--- config.mk ---
export PLATFORM = sky130hd
export DESIGN_NAME = matmul_sequencer_flat
export DESIGN_NICKNAME = d
export VERILOG_FILES = /design/src/rtl/matmul_sequencer_if.sv /design/src/rtl/matmul_sequencer.sv /design/src/flat_wrapper.sv
export SDC_FILE = /design/constraint.sdc
export NUM_CORES = 2
export LEC_CHECK = 0
export ABC_AREA = 1
export CORE_AREA = 2 2 426 428
export CTS_BUF_LIST = sky130_fd_sc_hd__clkbuf_16
export DETAILED_ROUTE_END_ITERATION = 10
export DIE_AREA = 0 0 428 430
export PLACE_DENSITY = 0.49
export SLEW_MARGIN = 10
export SYNTH_ARGS = -nofsm -noshare
export SYNTH_HDL_FRONTEND = slang
export SYNTH_SLANG_ARGS = --single-unit
export TNS_END_PERCENT = 50
--- constraint.sdc ---
create_clock -name clk -period 60.1 [get_ports clk]
set_clock_uncertainty 0.15 [all_clocks]
set_input_delay 6.01 -clock clk [delete_from_list [all_inputs] [get_ports clk]]
set_output_delay 6.01 -clock clk [all_outputs]
set_load 0.01 [all_outputs]
--- src/rtl/matmul_sequencer_if.sv ---
// Bus bundle between matmul_sequencer and its environment: command port, memory port
// and the multiplier's enable/RW/fleg port.
interface matmul_sequencer_if #(
  parameter int ADDR_W = 16
);
  logic              start;
  logic [ADDR_W-1:0] addr_a;
  logic [ADDR_W-1:0] addr_b;
  logic [ADDR_W-1:0] addr_c;
  logic              busy;
  logic              done;
  logic              error;

  logic              mem_req;
  logic              mem_we;
  logic [ADDR_W-1:0] mem_addr;
  logic [255:0]      mem_wdata;
  logic [255:0]      mem_rdata;
  logic              mem_ack;

  logic [255:0]      mm_data;
  logic              mm_enable;
  logic              mm_rw;
  logic              mm_fleg;
  logic [255:0]      mm_result;

  modport master (
    input  start, addr_a, addr_b, addr_c, mem_rdata, mem_ack, mm_fleg, mm_result,
    output busy, done, error, mem_req, mem_we, mem_addr, mem_wdata, mm_data, mm_enable, mm_rw
  );

  modport slave (
    output start, addr_a, addr_b, addr_c, mem_rdata, mem_ack, mm_fleg, mm_result,
    input  busy, done, error, mem_req, mem_we, mem_addr, mem_wdata, mm_data, mm_enable, mm_rw
  );
endinterface

--- src/rtl/matmul_sequencer.sv ---
// Fetches A and B from memory, drives them through the 4x4 multiplier handshake and writes
// the product back. Define MMSEQ_TIMEOUT_EN to add a watchdog on the multiplier wait states.
module matmul_sequencer #(
  parameter int ADDR_W = 16
`ifdef MMSEQ_TIMEOUT_EN
  , parameter int TIMEOUT_CYC = 1023
`endif
) (
  input  logic clk,
  input  logic rst,
  matmul_sequencer_if.master bus
);

  typedef enum logic [3:0] {
    IDLE, RD_A, RD_B, LOAD_A, LOAD_B, CALC, READ, WR_C, DONE
  } state_t;

  state_t stateReg, stateNext;

  logic [ADDR_W-1:0] addrAReg, addrBReg, addrCReg;
  logic [255:0]      bufAReg, bufBReg;

  logic              busyReg, doneReg, errorReg;
  logic              memReqReg, memWeReg;
  logic [ADDR_W-1:0] memAddrReg;
  logic [255:0]      memWdataReg;
  logic              mmEnableReg, mmRwReg;
  logic [255:0]      mmDataReg;

  logic              busyNext, doneNext, errorNext;
  logic              memReqNext, memWeNext;
  logic [ADDR_W-1:0] memAddrNext;
  logic              mmEnableNext, mmRwNext;
  logic [255:0]      mmDataNext;

  // An acknowledge only counts against a request we are actually holding.
  logic memAckd;
  assign memAckd = memReqReg && bus.mem_ack;

  logic timeoutHit;
`ifdef MMSEQ_TIMEOUT_EN
  localparam int TW = $clog2(TIMEOUT_CYC + 1);
  logic [TW-1:0] timerReg;
  logic          waitState;

  assign waitState  = stateReg inside {LOAD_A, LOAD_B, CALC, READ};
  assign timeoutHit = waitState && (timerReg == TW'(TIMEOUT_CYC - 1));

  always_ff @(posedge clk or posedge rst) begin
    if (rst)
      timerReg <= '0;
    else if (!waitState || stateNext != stateReg)
      timerReg <= '0;
    else
      timerReg <= timerReg + 1'b1;
  end
`else
  assign timeoutHit = 1'b0;
`endif

  always_ff @(posedge clk or posedge rst) begin
    if (rst)
      stateReg <= IDLE;
    else
      stateReg <= stateNext;
  end

  always_comb begin
    stateNext = stateReg;
    case (stateReg)
      IDLE:    if (bus.start)    stateNext = RD_A;
      RD_A:    if (memAckd)      stateNext = RD_B;
      RD_B:    if (memAckd)      stateNext = LOAD_A;
      LOAD_A:  if (bus.mm_fleg)  stateNext = LOAD_B;
      LOAD_B:  if (!bus.mm_fleg) stateNext = CALC;
      CALC:    if (bus.mm_fleg)  stateNext = READ;
      READ:    if (!bus.mm_fleg) stateNext = WR_C;
      WR_C:    if (memAckd)      stateNext = DONE;
      DONE:                      stateNext = IDLE;
      default:                   stateNext = IDLE;
    endcase
    if (timeoutHit)
      stateNext = DONE;
  end

  // Outputs are decoded from the next state so every port comes straight off a flop.
  always_comb begin
    busyNext     = !(stateNext inside {IDLE, DONE});
    doneNext     = (stateNext == DONE);
    errorNext    = timeoutHit;
    mmEnableNext = stateNext inside {LOAD_A, LOAD_B, CALC, READ};
    mmRwNext     = stateNext inside {LOAD_A, LOAD_B, CALC};
    memWeNext    = (stateNext == WR_C);
    // Dropping req on the ack edge guarantees an idle cycle before the next request.
    memReqNext   = (stateNext inside {RD_A, RD_B, WR_C}) && !memAckd;
    mmDataNext   = '0;
    memAddrNext  = memAddrReg;
    case (stateNext)
      RD_A:         memAddrNext = (stateReg == IDLE) ? bus.addr_a : addrAReg;
      RD_B:         memAddrNext = addrBReg;
      WR_C:         memAddrNext = addrCReg;
      LOAD_A:       mmDataNext  = bufAReg;
      LOAD_B, CALC: mmDataNext  = bufBReg;
      default:      ;
    endcase
  end

  always_ff @(posedge clk or posedge rst) begin
    if (rst) begin
      addrAReg    <= '0;
      addrBReg    <= '0;
      addrCReg    <= '0;
      bufAReg     <= '0;
      bufBReg     <= '0;
      busyReg     <= 1'b0;
      doneReg     <= 1'b0;
      errorReg    <= 1'b0;
      memReqReg   <= 1'b0;
      memWeReg    <= 1'b0;
      memAddrReg  <= '0;
      memWdataReg <= '0;
      mmEnableReg <= 1'b0;
      mmRwReg     <= 1'b0;
      mmDataReg   <= '0;
    end else begin
      busyReg     <= busyNext;
      doneReg     <= doneNext;
      errorReg    <= errorNext;
      memReqReg   <= memReqNext;
      memWeReg    <= memWeNext;
      memAddrReg  <= memAddrNext;
      mmEnableReg <= mmEnableNext;
      mmRwReg     <= mmRwNext;
      mmDataReg   <= mmDataNext;
      if (stateReg == IDLE && bus.start) begin
        addrAReg <= bus.addr_a;
        addrBReg <= bus.addr_b;
        addrCReg <= bus.addr_c;
      end
      if (stateReg == RD_A && memAckd)
        bufAReg <= bus.mem_rdata;
      if (stateReg == RD_B && memAckd)
        bufBReg <= bus.mem_rdata;
      if (stateReg == READ && stateNext == WR_C)
        memWdataReg <= bus.mm_result;
    end
  end

  assign bus.busy      = busyReg;
  assign bus.done      = doneReg;
  assign bus.error     = errorReg;
  assign bus.mem_req   = memReqReg;
  assign bus.mem_we    = memWeReg;
  assign bus.mem_addr  = memAddrReg;
  assign bus.mem_wdata = memWdataReg;
  assign bus.mm_enable = mmEnableReg;
  assign bus.mm_rw     = mmRwReg;
  assign bus.mm_data   = mmDataReg;

endmodule

--- src/flat_wrapper.sv ---
// flat-port wrapper written by rule: the top's interface ports become plain ports
module matmul_sequencer_flat 
#(
  parameter int ADDR_W = 16

)
  (clk, rst, bus_start, bus_addr_a, bus_addr_b, bus_addr_c, bus_mem_rdata, bus_mem_ack, bus_mm_fleg, bus_mm_result, bus_busy, bus_done, bus_error, bus_mem_req, bus_mem_we, bus_mem_addr, bus_mem_wdata, bus_mm_data, bus_mm_enable, bus_mm_rw);
  matmul_sequencer_if #(.ADDR_W(ADDR_W)) bus_i ();
  input  logic clk;
  input  logic rst;
  input wire logic [$bits(bus_i.start)-1:0] bus_start;
  input wire logic [$bits(bus_i.addr_a)-1:0] bus_addr_a;
  input wire logic [$bits(bus_i.addr_b)-1:0] bus_addr_b;
  input wire logic [$bits(bus_i.addr_c)-1:0] bus_addr_c;
  input wire logic [$bits(bus_i.mem_rdata)-1:0] bus_mem_rdata;
  input wire logic [$bits(bus_i.mem_ack)-1:0] bus_mem_ack;
  input wire logic [$bits(bus_i.mm_fleg)-1:0] bus_mm_fleg;
  input wire logic [$bits(bus_i.mm_result)-1:0] bus_mm_result;
  output wire logic [$bits(bus_i.busy)-1:0] bus_busy;
  output wire logic [$bits(bus_i.done)-1:0] bus_done;
  output wire logic [$bits(bus_i.error)-1:0] bus_error;
  output wire logic [$bits(bus_i.mem_req)-1:0] bus_mem_req;
  output wire logic [$bits(bus_i.mem_we)-1:0] bus_mem_we;
  output wire logic [$bits(bus_i.mem_addr)-1:0] bus_mem_addr;
  output wire logic [$bits(bus_i.mem_wdata)-1:0] bus_mem_wdata;
  output wire logic [$bits(bus_i.mm_data)-1:0] bus_mm_data;
  output wire logic [$bits(bus_i.mm_enable)-1:0] bus_mm_enable;
  output wire logic [$bits(bus_i.mm_rw)-1:0] bus_mm_rw;
  assign bus_i.start = bus_start;
  assign bus_i.addr_a = bus_addr_a;
  assign bus_i.addr_b = bus_addr_b;
  assign bus_i.addr_c = bus_addr_c;
  assign bus_i.mem_rdata = bus_mem_rdata;
  assign bus_i.mem_ack = bus_mem_ack;
  assign bus_i.mm_fleg = bus_mm_fleg;
  assign bus_i.mm_result = bus_mm_result;
  assign bus_busy = bus_i.busy;
  assign bus_done = bus_i.done;
  assign bus_error = bus_i.error;
  assign bus_mem_req = bus_i.mem_req;
  assign bus_mem_we = bus_i.mem_we;
  assign bus_mem_addr = bus_i.mem_addr;
  assign bus_mem_wdata = bus_i.mem_wdata;
  assign bus_mm_data = bus_i.mm_data;
  assign bus_mm_enable = bus_i.mm_enable;
  assign bus_mm_rw = bus_i.mm_rw;
  matmul_sequencer #(.ADDR_W(ADDR_W)) u_core (.clk(clk), .rst(rst), .bus(bus_i));
endmodule
== Yosys cells after proc, flatten, opt, wreduce, memory -nomap -nowiden ==
Cells that the tools add are included.

* Equality and inequality tests: 15
* Reduce and logical (&&, ||, !) cells: 15
* Mux-type cells: 12

{| class="wikitable"
|+ Operators with widths
! cell !! count
|-
| one-hot mux 256 bit (2 select lines) || 1
|-
| one-hot mux 16 bit (3 select lines) || 1
|-
| == test 4 x 3 -> 1 bit, second input constant || 8
|-
| two-way mux 4 bit || 8
|-
| one-hot mux 4 bit (8 select lines) || 1
|-
| == test 4 x 2 -> 1 bit, second input constant || 4
|-
| two-way mux 16 bit || 1
|-
| == test 4 x 1 -> 1 bit, second input constant || 2
|-
| logical NOT 4 bit || 2
|-
| logical AND 1 bit || 6
|-
| nonzero test 3 bit || 2
|-
| == test 4 bit, second input constant || 1
|-
| nonzero test 4 bit || 1
|-
| logical NOT 1 bit || 2
|-
| nonzero test 2 bit || 1
|-
| OR reduction 2 bit || 1
|}

* Input port bits: 565
* Register bits: 1098

== Logic depth before layout (Yosys ltp) ==
* Depth after elaboration: 6
* Gate-level depth with buffers: 12

== Worst setup path after synthesis ==
OpenSTA, ideal clock, no wires.

* Path kind: in2reg
* From: input port bus_mem_ack
* To: register u_core.memAddrReg[9], in the netlist u_core.bus.mem_addr[9]
* Slack: 52.544 ns
* Path buffers: 1
* Arrival: 7.289 ns
* Setup time: 0.117 ns
* Stages: 11
* Path through: nand2_1 -> inv_1 -> nand3_2 -> nand2_1 -> nor2_4 -> nand3_4 -> nand4_4 -> inv_2 -> buf_4 -> nand2_1 -> nand2_1

* Word-level cells in the longest chain between the ends: 5
* Elaborated cells between the ends (all ways): 10
* Classes of those cells: 3 x eq/ne; 5 x mux; 2 x reduce/logical

{| class="wikitable"
|+ RTL lines
! what !! line !! source
|-
| from (decl) || flat_wrapper.sv:16 || <nowiki>input wire logic [$bits(bus_i.mem_ack)-1:0] bus_mem_ack;</nowiki>
|-
| logical AND 1 bit (*) || matmul_sequencer.sv:38 || <nowiki>assign memAckd = memReqReg && bus.mem_ack;</nowiki>
|-
| two-way mux 4 bit (on tied branches) || matmul_sequencer.sv:78, matmul_sequencer.sv:72, matmul_sequencer.sv:73 ||
|-
| one-hot mux 4 bit (8 select lines) (*) || matmul_sequencer.sv:70 || <nowiki>case (stateReg)</nowiki>
|-
| == test 4 x 3 -> 1 bit, or another cell as far along || matmul_sequencer.sv:98 || <nowiki>case (stateNext)</nowiki>
|-
| one-hot mux 16 bit (3 select lines) or nonzero test 3 bit (tied branches) || n/a ||
|-
| to (signal assigned) || matmul_sequencer.sv:131 || <nowiki>memAddrReg <= memAddrNext;</nowiki>
|-
| to (decl) || matmul_sequencer.sv:25 || <nowiki>logic [ADDR_W-1:0] memAddrReg;</nowiki>
|}

Mark *: on every way between the ends. The rest lies on a longest branch, timed or not.
A chain may end at the register's enable or synchronous reset.

==> results.cfg <==
[critical_path]
critPathKind = primary input to asynchronous set/reset pin
timing.rr.start = u_core.stateReg[1]$_DFF_PP0_
critical_path.startpoint = rst
cp_data_arrival_time_ns = 10.90
start_kind = primary input
rrSetupSlack_ns = 56.03
path_max_fanout = 115
cp-end-kind = asynchronous set/reset pin
required_ns = 60.78

[finish]
area.growth.synth_to_final_pct = 42.27
final_nets = 5584
drive_gt1_frac = 0.09492

[global_routing]
grt-busiest-layer = met2
antenna_found_initial = 46
met2_usage = 0.2706
grt_max_degree = 231
overflow = 0
use_met1 = 0.1778
use_met3 = 0.04123
grt_usage = 0.1533
grt_pass1_vias = 30657
grt_pass1_wl_um = 210700

[pwr]
power.leakage_nw = 27.31
internal_power_mw = 1.925
clockPowerShare = 0.261
p_comb_frac = 0.324
p_per_area_nw_per_um2 = 48.93
p_sw_frac = 0.3332
p_switching_uw = 961.8
ir_worst_vdd_mv = 0.01989
p_seq_frac = 0.415

[timing]
clock.fmax_mhz = 97.79
rsz0062_at_grt = false
tightest_slew_ns = 1.188
maxSlewViolCount = 0
hold_viol = 0
period_share = 0.1702
finalSetupViolCount = 0
slew_headroom = 0.2077
tns_ns = 0
setup_ws_ns = 49.87
fin_crit_ns = 10.23

[detailed_routing]
ant_nets = 0
via_per_inst = 4.116
wire_per_inst_um = 19.14
drt_iter0_drc = 2067
drc = 0
drtPass1Iterations = 7
vias = 30901
wl_um = 143700

[placement]
finalWeightedCongestion = 0.8174
dp_slack_ns = 48.76
portBuffers = 1098
dpl.hpwl_um = 103000

[synth]
ys_warn_count = 0
avgSynthCellArea_um2 = 10.44
synth.distinct_cells = 24
ys_ff_latch = 1098
synth_area_um2 = 41460
postSynthCellCount = 3972
synth_nets = 4537
ys_seq_area_frac = 0.6627

[die]
io_pins = 1100
coreArea_um2 = 179800
die_h_um = 430
start_util = 0.2306
die_w_um = 428
rows = 156
die-area_um2 = 184000

[clocking]
clk_path_buf_depth = 3
htree_levels = 4
cts_tree = done
cts_buffers = 130
clk_latency_ns = 0.78
ctsResizeCount = 0
root_buffer = clkbuf_16
clk_pin_slew_ns = 0.06
postCtsSetupBuffers = 0
cts_num_sinks = 1098
ctsHoldBuffers = 0

[hold_path]
hold_class = flip-flop to flip-flop
hold_path.startpoint = u_core.bufAReg[128]$_DFFE_PP0P_

[run_status]
outcome = complete, no violations

[job]
cap_violations = 0
## sequential cells by signal, summed over array words and instances, names as in the netlist
name	flops
u_core.bus.mem_we	1
u_core.bus.busy	1
u_core.bus.mem_wdata	256
u_core.bus.mm_enable	1
u_core.bufBReg	256
u_core.bus.mm_rw	1
u_core.addrCReg	16
u_core.bus.done	1
u_core.bufAReg	256
u_core.addrAReg	16
u_core.bus.mem_req	1
u_core.bus.mem_addr	16
u_core.stateReg	4
u_core.bus.mm_data	256
u_core.addrBReg	16
## layout make-up
type,instances,area (um2)
antenna,18,45.04
multi-input combinational,2113,11100
tap,2370,2965
sequential,1098,27480
timing repair buffer,1133,11300
inverter,543,2046
clock inverter,103,798.3
clock buffer,130,3253
fill,18457,120800
## cells in the final DEF, fill, tap and decap left out, types with 7 or more instances in the layout
| cell type | netlist | routed |
|---|---|---|
| buf_4 | 2 | 31 |
| o21ai_1 | 183 | 183 |
| nand2_1 | 979 | 978 |
| inv_2 | 8 | 8 |
| nand3_1 | 37 | 35 |
| dfrtp_1 | 1098 | 1098 |
| inv_6 | 0 | 7 |
| o21ai_0 | 618 | 618 |
| clkinv_2 | 0 | 9 |
| clkdlybuf4s50_1 | 0 | 1098 |
| inv_1 | 535 | 570 |
| mux2_2 | 256 | 256 |
| clkinv_1 | 0 | 30 |
| diode_2 | 0 | 18 |
| nand4_1 | 16 | 16 |
| clkbuf_16 | 0 | 130 |
| bufinv_16 | 0 | 7 |
## kinds of logic after synthesis
logic type | Yosys count | synth area share
AO/OA/AOI/OAI | 802 | 0.09684
buffers and inverters | 761 | 0.07074
flip-flops | 1098 | 0.6627
multiplexers | 256 | 0.06953
other | 1 | 0.00009045
AND/OR/NAND/NOR | 1054 | 0.1001
## worst max-delay path, stage by stage
cell and delay [ns]:
clkdlybuf4s50_1 0.49, inv_8 0.62, buf_4 0.77, buf_4 0.76, buf_4 0.68, buf_4 0.70, buf_4 0.68
## Yosys cell counts
cell type	count	area [um2]
inv_1	535	2008
nand4_4	1	21.27
nor2_4	4	45.04
clkbuf_1	156	585.6
buf_2	55	275.3
nand3_4	1	17.52
buf_4	2	15.01
or3_1	1	6.260
nand3_2	5	50.05
dfrtp_1	1098	27480
nand2_1	979	3675
buf_1	5	18.77
o22ai_1	1	6.260
or2_2	1	6.260
nand2_2	1	6.260
conb_1	1	3.750
nor2_1	5	18.77
mux2_2	256	2883
o21ai_1	183	915.9
o21ai_0	618	3093
nand4_1	16	100.1
nand3_1	37	185.2
nor2_2	3	18.77
inv_2	8	30.03
## per-layer routing
| metal | vias to the layer above | part of all wire |
|---|---|---|
| li1 | 14652 | - |
| met1 | 15075 | 0.39 |
| met2 | 954 | 0.52 |
| met3 | 214 | 0.060 |
| met4 | 6 | 0.030 |
| met5 | - | 0.00032 |
## power by group through the flow
stage	sequential (mW)	combinational, mW	clock (mW)
5_1_grt	1.23	1.03	0.811
6_report	1.20	0.937	0.754
3_5_place_dp	1.21	0.953	0
3_3_place_gp	1.20	0.944	0
4_1_cts	1.20	0.956	0.780
2_1_floorplan	1.25	0.382	0
## through the flow
stage	area [um2]	power [mW]	hold WS (ns)	util	cells
5_1_grt	58970	3.070	0.3445	0.3281	7503
2_1_floorplan	41460	1.631	0.2992	-	3972
3_5_place_dp	54890	2.160	0.3166	0.3053	7257
6_report	58990	2.886	0.3239	0.3281	7508
4_1_cts	58940	2.933	0.3231	0.3279	7490
3_3_place_gp	54890	2.143	0.3107	0.3053	7257
## worst paths after layout
path                                                        end  cells past startpoint
min in group asynchronous  u_core.bus.mem_wdata[82]$_DFFE_PP0P_                      2
max                             u_core.bufBReg[220]$_DFFE_PP0P_                      7
max in group clk           u_core.bus.mem_wdata[79]$_DFFE_PP0P_                      7
max reg2reg                u_core.bus.mem_wdata[79]$_DFFE_PP0P_                      7
min                           u_core.bus.mm_data[128]$_DFF_PP0_                      2
min reg2reg                   u_core.bus.mm_data[128]$_DFF_PP0_                      2
Power figures use the tool's default switching activity.
